===== src/rtl/semi_pkg.sv =====
// Shared types and the 3:3:3 master palette for the semigraphics renderer.
package semi_pkg;

  typedef enum logic {
    SG4 = 1'b0,
    SG6 = 1'b1
  } mode_e;

  typedef struct packed {
    logic [1:0] pattern;  // [1] = left half, [0] = right half
    logic [2:0] pal_idx;
  } cell_t;

  // Entries 0..7: green, yellow, blue, red, buff, cyan, magenta, orange (R in [8:6]).
  localparam logic [7:0][8:0] Palette333 = {
    9'h1E0, 9'h1C7, 9'h03F, 9'h1FE, 9'h1C0, 9'h007, 9'h1F8, 9'h038
  };

endpackage


===== src/rtl/semi_render_if.sv =====
// Fetch-side bus of the semigraphics renderer: cell input, pixel enable and status outputs.
interface semi_render_if #(
  parameter int unsigned ROWS_PER_CELL = 12,
  parameter int unsigned RGB_W         = 9,
  localparam int unsigned RowW         = $clog2(ROWS_PER_CELL)
);
  logic [7:0]      inData;
  logic [RowW-1:0] row;
  logic            mode;
  logic            css;
  logic            load;
  logic            divider;
  logic [RGB_W-1:0] rgb;
  logic            active;
  logic            ready;
  logic            overrun;

  modport master (
    output inData, row, mode, css, load, divider,
    input  rgb, active, ready, overrun
  );

  modport slave (
    input  inData, row, mode, css, load, divider,
    output rgb, active, ready, overrun
  );
endinterface


===== src/rtl/semi_decode.sv =====
// Combinational cell-byte/row/mode decode into a half-cell pattern and palette index.
// SG6 decode is only built when SEMI_SG6_EN is defined.
module semi_decode
  import semi_pkg::*;
#(
  parameter int unsigned ROWS_PER_CELL = 12,
  localparam int unsigned RowW         = $clog2(ROWS_PER_CELL)
) (
  input  logic [7:0]      data_i,
  input  logic [RowW-1:0] row_i,
  input  logic            mode_i,
  input  logic            css_i,
  output cell_t           cell_o
);

  localparam int unsigned Half  = ROWS_PER_CELL / 2;
  localparam int unsigned Third = ROWS_PER_CELL / 3;

  logic [31:0] row_w;

  always_comb begin
    row_w  = 32'(row_i);
    cell_o = '0;
`ifdef SEMI_SG6_EN
    if (mode_e'(mode_i) == SG6) begin
      cell_o.pal_idx = {css_i, data_i[7:6]};
      if (row_w < Third) begin
        cell_o.pattern = data_i[5:4];
      end else if (row_w < 2 * Third) begin
        cell_o.pattern = data_i[3:2];
      end else begin
        cell_o.pattern = data_i[1:0];
      end
    end else
`endif
    begin
      cell_o.pal_idx = data_i[6:4];
      cell_o.pattern = (row_w < Half) ? data_i[3:2] : data_i[1:0];
    end
    // Out-of-range rows still render (active) but in black.
    if (row_w >= ROWS_PER_CELL) begin
      cell_o.pattern = 2'b00;
    end
  end

`ifndef SEMI_SG6_EN
  logic unused_sg6;
  assign unused_sg6 = mode_i ^ css_i ^ data_i[7];
`endif

endmodule


===== src/rtl/semi_render.sv =====
// Semigraphics renderer: holding register + pixel serialiser driving the RGB output.
// Optional SG6 decode is enabled with SEMI_SG6_EN.
module semi_render
  import semi_pkg::*;
#(
  parameter int unsigned PIX_PER_CELL  = 8,
  parameter int unsigned ROWS_PER_CELL = 12,
  parameter int unsigned RGB_W         = 9
) (
  input logic         clk,
  input logic         reset_n,
  semi_render_if.slave bus
);

  localparam int unsigned CntW = $clog2(PIX_PER_CELL);
  localparam int unsigned ChW  = RGB_W / 3;

  // Each 3-bit channel is widened/narrowed by MSB-first bit replication.
  logic [7:0][RGB_W-1:0] pal_rgb;
  for (genvar gp = 0; gp < 8; gp++) begin : g_pal
    for (genvar gc = 0; gc < 3; gc++) begin : g_ch
      for (genvar gk = 0; gk < ChW; gk++) begin : g_bit
        assign pal_rgb[gp][gc*ChW + ChW - 1 - gk] = Palette333[gp][gc*3 + 2 - (gk % 3)];
      end
    end
  end

  cell_t            dec_cell, hold_q, hold_d, shift_q, shift_d;
  logic             hold_v_q, hold_v_d, overrun_q, overrun_d, active_q, active_d;
  logic [RGB_W-1:0] rgb_q, rgb_d;
  logic [CntW-1:0]  count_q, count_d;
  logic             xfer;

  semi_decode #(
    .ROWS_PER_CELL(ROWS_PER_CELL)
  ) u_decode (
    .data_i(bus.inData),
    .row_i (bus.row),
    .mode_i(bus.mode),
    .css_i (bus.css),
    .cell_o(dec_cell)
  );

  function automatic logic [RGB_W-1:0] pix_color(cell_t c, int unsigned idx);
    logic on;
    on = (idx < PIX_PER_CELL / 2) ? c.pattern[1] : c.pattern[0];
    return on ? pal_rgb[c.pal_idx] : '0;
  endfunction

  always_comb begin
    hold_d    = hold_q;
    hold_v_d  = hold_v_q;
    shift_d   = shift_q;
    count_d   = count_q;
    rgb_d     = rgb_q;
    active_d  = active_q;
    overrun_d = overrun_q;
    xfer      = bus.divider && (count_q == '0) && hold_v_q;

    if (bus.divider) begin
      if (count_q != '0) begin
        rgb_d    = pix_color(shift_q, PIX_PER_CELL - 32'(count_q));
        active_d = 1'b1;
        count_d  = count_q - CntW'(1);
      end else if (hold_v_q) begin
        shift_d  = hold_q;
        rgb_d    = pix_color(hold_q, 0);
        active_d = 1'b1;
        count_d  = CntW'(PIX_PER_CELL - 1);
      end else begin
        rgb_d    = '0;
        active_d = 1'b0;
      end
    end

    if (xfer) begin
      hold_v_d = 1'b0;
    end
    // A load coinciding with a transfer refills the slot without counting as overrun.
    if (bus.load) begin
      hold_d   = dec_cell;
      hold_v_d = 1'b1;
      if (hold_v_q && !xfer) begin
        overrun_d = 1'b1;
      end
    end
  end

  always_ff @(posedge clk or negedge reset_n) begin
    if (!reset_n) begin
      hold_q    <= '0;
      hold_v_q  <= 1'b0;
      shift_q   <= '0;
      count_q   <= '0;
      rgb_q     <= '0;
      active_q  <= 1'b0;
      overrun_q <= 1'b0;
    end else begin
      hold_q    <= hold_d;
      hold_v_q  <= hold_v_d;
      shift_q   <= shift_d;
      count_q   <= count_d;
      rgb_q     <= rgb_d;
      active_q  <= active_d;
      overrun_q <= overrun_d;
    end
  end

  assign bus.rgb     = rgb_q;
  assign bus.active  = active_q;
  assign bus.ready   = !hold_v_q;
  assign bus.overrun = overrun_q;

endmodule

===== src/flat_wrapper.sv =====
// flat-port wrapper written by rule: the top's interface ports become plain ports
module semi_render_flat import semi_pkg::*;
#(
  parameter int unsigned PIX_PER_CELL  = 8,
  parameter int unsigned ROWS_PER_CELL = 12,
  parameter int unsigned RGB_W         = 9
)
  (clk, reset_n, bus_inData, bus_row, bus_mode, bus_css, bus_load, bus_divider, bus_rgb, bus_active, bus_ready, bus_overrun);
  semi_render_if #(.ROWS_PER_CELL(ROWS_PER_CELL), .RGB_W(RGB_W)) bus_i ();
  input logic clk;
  input logic reset_n;
  input wire logic [$bits(bus_i.inData)-1:0] bus_inData;
  input wire logic [$bits(bus_i.row)-1:0] bus_row;
  input wire logic [$bits(bus_i.mode)-1:0] bus_mode;
  input wire logic [$bits(bus_i.css)-1:0] bus_css;
  input wire logic [$bits(bus_i.load)-1:0] bus_load;
  input wire logic [$bits(bus_i.divider)-1:0] bus_divider;
  output wire logic [$bits(bus_i.rgb)-1:0] bus_rgb;
  output wire logic [$bits(bus_i.active)-1:0] bus_active;
  output wire logic [$bits(bus_i.ready)-1:0] bus_ready;
  output wire logic [$bits(bus_i.overrun)-1:0] bus_overrun;
  assign bus_i.inData = bus_inData;
  assign bus_i.row = bus_row;
  assign bus_i.mode = bus_mode;
  assign bus_i.css = bus_css;
  assign bus_i.load = bus_load;
  assign bus_i.divider = bus_divider;
  assign bus_rgb = bus_i.rgb;
  assign bus_active = bus_i.active;
  assign bus_ready = bus_i.ready;
  assign bus_overrun = bus_i.overrun;
  semi_render #(.PIX_PER_CELL(PIX_PER_CELL), .ROWS_PER_CELL(ROWS_PER_CELL), .RGB_W(RGB_W)) u_core (.clk(clk), .reset_n(reset_n), .bus(bus_i));
endmodule

===== config.mk =====
export PLATFORM = sky130hd
export DESIGN_NAME = semi_render_flat
export DESIGN_NICKNAME = d
export VERILOG_FILES = /design/src/rtl/semi_pkg.sv /design/src/rtl/semi_render_if.sv /design/src/rtl/semi_decode.sv /design/src/rtl/semi_render.sv /design/src/flat_wrapper.sv
export SDC_FILE = /design/constraint.sdc
export NUM_CORES = 1
export LEC_CHECK = 0
export BUFFER_PORTS_ARGS = -buffer_cell sky130_fd_sc_hd__buf_4
export CELL_PAD_IN_SITES_DETAIL_PLACEMENT = 0
export CELL_PAD_IN_SITES_GLOBAL_PLACEMENT = 1
export CORE_MARGIN = 2
export CORE_UTILIZATION = 39
export CTS_CLUSTER_SIZE = 10
export DETAILED_ROUTE_END_ITERATION = 8
export PLACE_DENSITY_LB_ADDON = 0.25
export RECOVER_POWER = 50
export SKIP_CTS_REPAIR_TIMING = 1
export SKIP_LAST_GASP = 1
export SYNTH_ARGS = -nofsm -noshare
export SYNTH_HDL_FRONTEND = slang
export SYNTH_SLANG_ARGS = --single-unit

===== constraint.sdc =====
create_clock -name clk -period 2.05 [get_ports clk]
set_input_delay 0.41 -clock clk [delete_from_list [all_inputs] [get_ports clk]]
set_output_delay 0.41 -clock clk [all_outputs]
set_load 0.02 [all_outputs]

# [Yosys cells after proc, flatten, opt, wreduce, memory -nomap -nowiden]
# Memories as Yosys holds them, arrays and structs flattened.
# Cells that the tools add are included.
[word_totals] output_inout_bits=12 mem_count=2 reg_bits=25 romBits=144
[memory_table] memory="(name not given)" words=8 word_bits=9 rd=1 rd_clocked_by_memory_dff=0 write_ports=0 line="semi_render.sv:47" source="return on ? pal_rgb[c.pal_idx] : '0;"
[memory_table] memory="(name not given)" words=8 word_bits=9 rd=1 rd_clocked_by_memory_dff=0 write_ports=0 line="semi_render.sv:47"
[classes] n_mux=15 reduce_logical=12 bitwise=1 add_sub_neg=2 order_cmp=5
[ops] cell="$mux W9" count=6
[ops] cell="$lt A32 B3 Y1 const B" count=1
[ops] cell="$lt A3 B4 Y1 const B" count=2
[ops] cell="$mux W3" count=2
[ops] cell="$mux W1" count=5
[ops] cell="$sub A4 B3 Y5 const A" count=1
[ops] cell="$ge A4 B4 Y1 const B" count=1
[ops] cell="$lt A4 B3 Y1 const B" count=1
[ops] cell="$mux W2" count=2
[ops] cell="$reduce_and A2 Y1" count=2
[ops] cell="$reduce_bool A2 Y1" count=2
[ops] cell="$logic_and A1 B1 Y1" count=3
[ops] cell="$logic_not A3 Y1" count=1
[ops] cell="$reduce_and A3 Y1" count=1
[ops] cell="$reduce_bool A3 Y1" count=1
[ops] cell="$sub A3 B1 Y3 const B" count=1
[ops] cell="$logic_not A1 Y1" count=2
[ops] cell="$not A1 Y1" count=1

# [Longest topological paths before layout]
# Gate-level depths: netlist (run 1).
[logic_depth] depth_word=6 mapped_depth=6 ltp_nobuf=6

# [By module]
# A second synthesis (run 1) with hierarchy kept.
[unflattened] cells_unflattened=123 hier_area_um2=1271.2
[modules_own_cells] module="semi_render" instances=1 area_per_inst_um2=1178.6 cells_each=112
[modules_own_cells] module="semi_decode" instances=1 area_per_inst_um2=92.6 cells_each=11

# [Worst setup path after synthesis (run 1)]
# Ideal clock, no wire load.
[synth_path] kind="flip-flop to flip-flop" startpoint="register u_core.count_q[0]" endpoint="register u_core.rgb_q[2] (netlist: u_core.bus.rgb[2])" setup_slack_ps=418 required_ps=1958 arrival_time_ps=1540 synth_period_minus_slack_ps=1632 n_path_buf=0 stages_incl_launch_ff=6 setup_time_ps=92 path_cell_list="dfrtp_1 > inv_1 > ha_1 > ha_1 > o311a_2 > o31ai_2"
[synth_between] elab_chain_cells=5 elab_cells_between_ends=6 classes_between="add/sub: 1; order compare: 1; mux: 3; reduce/logical: 1"
[synth_rtl] item="start, declared" line="semi_render.sv:31" source="logic [CntW-1:0] count_q, count_d;"
[synth_rtl] item="start signal, assigned" line="semi_render.sv:102" source="count_q <= count_d;"
[synth_rtl] item="$sub A4 B3 Y5" line="semi_render.sv:62" source="rgb_d = pix_color(shift_q, PIX_PER_CELL - 32'(count_q));"
[synth_rtl] item="$lt A32 B3 Y1" line="semi_render.sv:46" source="on = (idx < PIX_PER_CELL / 2) ? c.pattern[1] : c.pattern[0];"
[synth_rtl] item="$mux W1" line="semi_render.sv:46"
[synth_rtl] item="$mux W9" line="semi_render.sv:47"
[synth_rtl] item="$mux W9 *" line="semi_render.sv:61" source="if (count_q != '0) begin"
[synth_rtl] item="end signal, assigned" line="semi_render.sv:103" source="rgb_q <= rgb_d;"
[synth_rtl] item="end, declared" line="semi_render.sv:30" source="logic [RGB_W-1:0] rgb_q, rgb_d;"
# Mark *: on every way between the ends. The rest lies on a longest branch, timed or not.
# A chain may end at the register's enable or synchronous reset.

# [Final worst setup path (run 1)]
# Ends and elaborated chain as after synthesis.

==> flow_summary.ini, run 1 <==
[outcome]
status = finished, final reports clean

[final_layout]
final_common_cell = buf_4
area_growth_pct = 17.03
final_nets = 171
final_util_pct = 47.06
drive_gt1_share_pct = 23.08
antennaDiodeCount = 0
finalInstanceArea_um2 = 1401
final_cell_mix = buf_4 (22), dfrtp_1 (21), o21ai_0 (12)

[sta]
period_share_pct = 85.62
finalHoldViolCount = 0
setup_viol = 0
relSlewSlack_pct = 24.96
tightestPinTransition_ns = 1.126
fmax_mhz = 569.7
period_minus_slack_ns = 1.755
fin_skew_ns = 0.003773
rsz0062_at_grt = no
setup_tns_ns = 0
drv_slew = 0

[global_route]
gr-total-overflow = 0
grt_max_degree = 22
grt_first_pass_wirelength_um = 3988
track_usage_pct = 14.92
antenna_found_initial = 0
grt_pass1_vias = 918

[min_path]
hold_depth = 3
min_path_type = input pin to flip-flop

[clock_tree]
cts.path.max_buffers = 2
cts_buffers = 3
htreeDepth = 1
path_clk_slew_ns = 0.12
cts_sinks = 21
clockRootBuffer = clkbuf_4
cts_tree = done
worstSkewPairLatency_ns = 0.31

[setup_path]
critPathArrivalTime_ns = 1.98
end_kind = flip-flop
path_buf_inv = 1
crit_family = compound AO/OA/AOI/OAI gates
reg2reg_depth = 5
critical_path_class = flip-flop to flip-flop
cp_slowest_cell = o311a_2
max_stage_delay_ns = 0.46
crit_required_ns = 2.28
worstPathCellList = inv_1 > ha_1 > ha_1 > o311a_2 > o31ai_2
worst_setup_path_start_kind = flip-flop
worst-path-stages = 5
path_common_cell = ha_1
cp_max_fo = 5

[synth]
syn_area_um2 = 1197
ys_types = 28
yosysWarnings = 0
syn_nets = 149
synth_cells = 122
ys_ff_latch = 21
yosysSeqAreaShare_pct = 43.89
synth_area_per_cell_um2 = 9.815

[routing]
vias = 914
drc = 0
drt-wirelength-per-cell_um = 13.16
via_per_inst = 5.193
dr.pass1.iters = 4
drt_iter0_markers = 32
wirelength_um = 2317
ant_nets = 0

[job]
drv_cap = 0

[power_and_ir_drop]
powerDensity_nw_per_um2 = 1093
leakagePower_nw = 0.6621
total_power_mw = 1.531
ir_drop_v = 0.0003967

[placement]
placed_area_um2 = 1376
hpwl_um = 1794
numPortBuffers = 25
gp_congestion = 0.7012

[die]
coreArea_um2 = 2978
rows = 20
dieArea_um2 = 3530
start_util_pct = 40.21
io_pins = 30
die_h_um = 59.41
die_x_um = 59.41
## worst register-to-register path, stage by stage (launching register included)
cell     delay, ns
dfrtp_1       0.41
inv_1         0.08
ha_1          0.20
ha_1          0.29
o311a_2       0.46
o31ai_2       0.24
## flip-flops by register name (all words and copies together), names as in the netlist
signal	cells
u_core.hold_v_q	1
u_core.count_q	3
u_core.bus.rgb	5
u_core.hold_q	5
u_core.shift_q	5
u_core.bus.overrun	1
u_core.bus.active	1
## metal layers
layer / GRT usage, % / vias up / part of all wire (%)
met3: 2.620 / 5 / 5.7
met2: 24.33 / 30 / 47
met5: 0 / - / 0
met1: 19.15 / 418 / 46
li1: - / 461 / -
met4: 6.818 / 0 / 1.6
## cell families after synthesis
family	synth area share, %
flip-flops	43.89
adder cells (fa/ha/maj)	9.405
multiplexers	7.105
AND/OR/NAND/NOR	14.11
AO/OA/AOI/OAI	17.87
buffers and inverters	7.627
## metrics by stage
| stage | hold slack, ns | setup WS [ns] | cells |
|---|---|---|---|
| floorplan | 0.1144 | 0.4179 | 122 |
| global placement | 0.3049 | 0.3464 | 171 |
| detailed placement | 0.3112 | 0.3286 | 171 |
| CTS | -0.03848 | 0.2842 | 175 |
| global route | 0.3067 | 0.1957 | 176 |
| finish | 0.3088 | 0.2948 | 176 |
## synthesized netlist by cell type
library cell	n	area share, %
a21o_1	1	0.63
nand2_1	11	3.4
or4b_1	1	0.84
o31ai_2	1	1.0
inv_1	11	3.4
mux2_2	4	3.8
o21ai_0	12	5.0
and3_1	1	0.52
a22oi_1	2	1.3
a21oi_1	3	1.3
buf_1	1	0.31
nand2b_1	5	2.6
a41oi_1	1	0.73
ha_1	9	9.4
nand3_1	5	2.1
nor3_1	1	0.42
or2_2	2	1.0
nor2b_1	6	3.1
mux2i_1	4	3.3
o311a_2	1	0.94
buf_2	1	0.42
clkbuf_1	3	0.94
o211ai_1	6	3.8
buf_4	4	2.5
dfrtp_1	21	44
a31oi_1	2	1.0
o22a_1	2	1.5
o2111ai_1	1	0.73
## worst paths after layout
kind,slack (ns),from,to
setup / recovery,0.29,u_core.count_q[0]$_DFFE_PN0P_,u_core.bus.rgb[2]$_DFFE_PN0P_
hold / removal,0.31,bus_inData[4],u_core.hold_q[0]$_DFFE_PN0P_
setup reg to reg,0.29,u_core.count_q[0]$_DFFE_PN0P_,u_core.bus.rgb[2]$_DFFE_PN0P_
hold reg to reg,0.47,u_core.bus.overrun$_DFFE_PN0P_,u_core.bus.overrun$_DFFE_PN0P_
max in group asynchronous,0.55,reset_n,u_core.hold_q[1]$_DFFE_PN0P_
min in group asynchronous,0.83,reset_n,u_core.count_q[0]$_DFFE_PN0P_
## area by class of cell
type / count / area, um2
Clock buffer: 4 / 26.28
Sequential cell: 21 / 525.5
Timing Repair Buffer: 26 / 186.4
Multi-Input combinational cell: 81 / 580.6
Inverter: 11 / 41.29
Tap cell: 33 / 41.29
Fill cell: 302 / 1577
## where the power goes
| group | internal, mW | switching, mW |
|---|---|---|
| Sequential | 0.538 | 0.112 |
| Clock | 0.0760 | 0.129 |
| Combinational | 0.310 | 0.366 |
Power figures use the tool's default switching activity.
==> run 2: changes to the inputs <==
Settings changed: BUFFER_PORTS_ARGS -buffer_cell sky130_fd_sc_hd__buf_4 to default, CORE_UTILIZATION 39 to 46, DONT_BUFFER_PORTS from default to 1.
==> run 2 against run 1 <==
Compared with the run above: via count fell by 12%; power fell by 8.2%; core utilization rose by 2.2 points; sequential power rose by 13%; combinational power fell by 30%; critical path depth did not move; non-clock buffer count fell by 25; worst setup slack improved by 0.0078 ns; global-route usage rose by 2.1 points; largest cell class unchanged.
==> flow_summary.ini, run 2 (synthesized netlist as in run 1, its figures left out) <==
[sta]
rsz0062_at_grt = no
fin_skew_ns = 0.006437
tightestPinTransition_ns = 0.9549
relSlewSlack_pct = 36.13
setup_viol = 0
setup_tns_ns = 0
period_share_pct = 85.24
period_minus_slack_ns = 1.747
fmax_mhz = 572.3
drv_slew = 0
finalHoldViolCount = 0
worst_slack_ns = 0.3025

[routing]
dr.pass1.iters = 4
drt_iter0_markers = 8
vias = 801
wirelength_um = 2175
via_per_inst = 5.412
drt-wirelength-per-cell_um = 14.70
drc = 0
ant_nets = 0

[clock_tree]
cts_buffers = 3
cts.path.max_buffers = 2
clockRootBuffer = clkbuf_4
worstSkewPairLatency_ns = 0.30
htreeDepth = 1
cts_sinks = 21
path_clk_slew_ns = 0.12
cts_tree = done

[setup_path]
critical_path_class = flip-flop to flip-flop
cp_max_fo = 5
worst_setup_path_start_kind = flip-flop
path_common_cell = ha_1
worstPathCellList = inv_1 > ha_1 > ha_1 > o311a_2 > o31ai_2
cp_slowest_cell = o311a_2
r2r_slack_ns = 0.30
max_stage_delay_ns = 0.45
crit_required_ns = 2.27
end_kind = flip-flop
critPathArrivalTime_ns = 1.97

[global_route]
track_usage_pct = 17.05
antenna_found_initial = 0
gr-total-overflow = 0
grt_pass1_vias = 821
grt_max_degree = 22
grt_first_pass_wirelength_um = 3594

[job]
drv_cap = 0

[power_and_ir_drop]
powerDensity_nw_per_um2 = 1151
leakagePower_nw = 0.5488
total_power_mw = 1.405
ir_drop_v = 0.0006119

[final_layout]
drive_gt1_share_pct = 9.322
antennaDiodeCount = 0
final_cell_mix = dfrtp_1 (21), o21ai_0 (12), inv_1 (11), nand2_1 (11), ha_1 (9)
final_nets = 146
area_growth_pct = 1.985
final_common_cell = dfrtp_1
final_util_pct = 49.29

[outcome]
status = finished, final reports clean

[die]
start_util_pct = 48.33
die_x_um = 55.02
dieArea_um2 = 3027
rows = 18
coreArea_um2 = 2477
die_h_um = 55.02
io_pins = 30

[min_path]
min_path_type = input pin to flip-flop

[placement]
numPortBuffers = 0
gp_congestion = 0.7473
place_ws_ns = 0.3082
hpwl_um = 1622
run 2: metal layers:
metal | vias up | GRT usage, % | share of wire [%]
li1 | 412 | - | -
met1 | 364 | 21.01 | 49
met2 | 23 | 28.57 | 44
met3 | 2 | 2.957 | 5.3
met4 | 0 | 8.537 | 0.87
met5 | - | 0 | 0
run 2: cell type report:
cell class / count / area, um2
Multi-Input combinational cell: 81 / 580.6
Fill cell: 237 / 1256
Inverter: 11 / 41.29
Tap cell: 30 / 37.54
Timing Repair Buffer: 1 / 10.01
Clock buffer: 4 / 26.28
Sequential cell: 21 / 525.5
run 2: worst paths after layout:
| check | start | to | depth (start not counted) |
|---|---|---|---|
| max | u_core.count_q[0]$_DFFE_PN0P_ | u_core.bus.rgb[2]$_DFFE_PN0P_ | 5 |
| min | bus_load | u_core.hold_q[1]$_DFFE_PN0P_ | 1 |
| max reg2reg | u_core.count_q[0]$_DFFE_PN0P_ | u_core.bus.rgb[2]$_DFFE_PN0P_ | 5 |
| min reg2reg | u_core.hold_q[3]$_DFFE_PN0P_ | u_core.hold_q[3]$_DFFE_PN0P_ | 1 |
| max in group asynchronous | reset_n | u_core.count_q[0]$_DFFE_PN0P_ | 1 |
| min in group asynchronous | reset_n | u_core.bus.rgb[4]$_DFFE_PN0P_ | 1 |
run 2: power breakdown:
group	internal, mW	switching, mW
clock	0.0759	0.125
sequential	0.537	0.197
combinational	0.222	0.249
total	0.835	0.571
run 2: stage by stage:
| stage | hold slack [ns] | cell area (um2) | cells |
|---|---|---|---|
| 4_1_cts | -0.2293 | 1211 | 147 |
| 5_1_grt | 0.1828 | 1221 | 148 |
| 2_1_floorplan | 0.1144 | 1197 | 122 |
| 6_report | 0.1802 | 1221 | 148 |
| 3_3_place_gp | 0.1148 | 1185 | 143 |
| 3_5_place_dp | 0.1149 | 1185 | 143 |
run 2: critical path: cells and delay by family, from the launching register on:
| kind | cells | cell delay, ns |
|---|---|---|
| AOI/OAI and AO/OA | 2 | 0.69 |
| adders and majority gates | 2 | 0.49 |
| buffers and inverters | 1 | 0.08 |
| DFF | 1 | 0.41 |
==> run 3: changes to the inputs <==
Settings changed: CORE_ASPECT_RATIO from default to 0.7.
==> run 3 against run 2 <==
Compared with the run above: clock skew shrank 0.0031 ns; sequential share of layout area shrank 0.86 points; core utilization grew 1.4 points; critical endpoint unchanged; highest routed layer unchanged.
==> flow_summary.ini, run 3 (synthesized netlist as in run 1, its figures left out) <==
[sta]
tightestPinTransition_ns = 0.9187
whs_ns = 0.2418
drv_slew = 0
rsz0062_at_grt = no
worst_slack_ns = 0.2976
finalHoldViolCount = 0
relSlewSlack_pct = 38.55
period_minus_slack_ns = 1.752
setup_tns_ns = 0
fmax_mhz = 570.7
setup_viol = 0
period_share_pct = 85.48
fin_skew_ns = 0.003356

[clock_tree]
cts_tree = done
cts_buffers = 3
path_clk_slew_ns = 0.08
cts_sinks = 21
htreeDepth = 1
clockRootBuffer = clkbuf_8
worstSkewPairLatency_ns = 0.26
cts.path.max_buffers = 2

[die]
dieArea_um2 = 3034
die_x_um = 64.98
start_util_pct = 48.70
die_h_um = 46.69
coreArea_um2 = 2459
rows = 15
io_pins = 30

[global_route]
grt_pass1_vias = 773
antenna_found_initial = 0
track_usage_pct = 15.89
gr-total-overflow = 0
grt_first_pass_wirelength_um = 3567
grt_max_degree = 22

[power_and_ir_drop]
power_switching_uw = 582.6
powerDensity_nw_per_um2 = 1185
clkPwrFrac_pct = 18.2
combPwrFrac_pct = 32.0
total_power_mw = 1.476
switching_share_pct = 39.46
power.internal_uw = 893.8
ir_drop_v = 0.0004960
pwr-share-seq_pct = 49.7
leakagePower_nw = 0.5593

[setup_path]
cp_max_fo = 5
max_stage_delay_ns = 0.45
end_kind = flip-flop
crit_family = compound AO/OA/AOI/OAI gates
critical_path_class = flip-flop to flip-flop
cp_slowest_cell = o311a_2
path_buf_inv = 1
critPathArrivalTime_ns = 1.92
worst_setup_path_start_kind = flip-flop
crit_required_ns = 2.22
path_common_cell = ha_1
worstPathCellList = inv_1 > ha_1 > ha_1 > o311a_2 > o31ai_2

[final_layout]
n_fill_cell = 247
drive_gt1_share_pct = 10.17
final_common_cell = dfrtp_1
final_util_pct = 50.69
final_cell_mix = dfrtp_1 (21), o21ai_0 (12), inv_1 (11), nand2_1 (11), ha_1 (9)
area_growth_pct = 4.076
antennaDiodeCount = 0
final_nets = 146

[outcome]
status = finished, final reports clean

[routing]
drc = 0
dr.pass1.iters = 3
via_per_inst = 5.355
ant_nets = 0
drt-wirelength-per-cell_um = 14.10
wirelength_um = 2143
vias = 814
drt_iter0_markers = 55

[job]
drv_cap = 0

[placement]
gp_congestion = 0.7720
place_ws_ns = 0.3285
hpwl_um = 1680
numPortBuffers = 0

[min_path]
min_path_type = input pin to flip-flop
[run 3: final cells by class]
class / count / area [um2] / area share, %
clock buffers: 3 / 41.29 / 3.313
clock inverters: 1 / 5.005 / 0.4016
inverters: 11 / 41.29 / 3.313
repair buffers: 1 / 10.01 / 0.8032
well taps: 34 / 42.54 / 3.414
flip-flops and latches: 21 / 525.5 / 42.17
multi-input cells: 81 / 580.6 / 46.59
[run 3: metal layers]
metal / vias up / track usage [%] / share of wire, %
met5: - / 0 / 0
met4: 0 / 3.830 / 0.56
met3: 2 / 6.112 / 7.4
met2: 26 / 24.12 / 39
met1: 374 / 21.50 / 53
li1: 412 / - / -
[run 3: power groups by stage]
stage	clock network (mW)	registers, mW	logic [mW]
finish	0.269	0.734	0.473
global route	0.301	0.762	0.550
CTS	0.281	0.736	0.468
detailed placement	0	0.744	0.468
global placement	0	0.732	0.454
floorplan	0	0.659	0.484
[run 3: path summary, 6_finish.rpt]
kind	end	start	depth (start not counted)	slack [ns]
setup / recovery	u_core.bus.rgb[2]$_DFFE_PN0P_	u_core.count_q[0]$_DFFE_PN0P_	5	0.30
setup reg to reg	u_core.bus.rgb[2]$_DFFE_PN0P_	u_core.count_q[0]$_DFFE_PN0P_	5	0.30
hold reg to reg	u_core.hold_q[3]$_DFFE_PN0P_	u_core.hold_q[3]$_DFFE_PN0P_	1	0.51
max in group asynchronous	u_core.bus.rgb[2]$_DFFE_PN0P_	reset_n	1	0.76
hold / removal	u_core.hold_q[0]$_DFFE_PN0P_	bus_load	1	0.24
min in group asynchronous	u_core.hold_q[3]$_DFFE_PN0P_	reset_n	1	0.73
[run 3: metrics by stage]
| stage | std cells | instance area [um2] |
|---|---|---|
| finish | 152 | 1246 |
| global route | 152 | 1246 |
| CTS | 151 | 1236 |
| detailed placement | 147 | 1190 |
| global placement | 147 | 1190 |
| floorplan | 122 | 1197 |
[run 3: worst register-to-register path: cells and delay by family, from the launching register on]
| kind | cells | cell delay [ns] |
|---|---|---|
| fa+ha+maj | 2 | 0.49 |
| buf+inv | 1 | 0.08 |
| flops | 1 | 0.40 |
| compound gates | 2 | 0.69 |
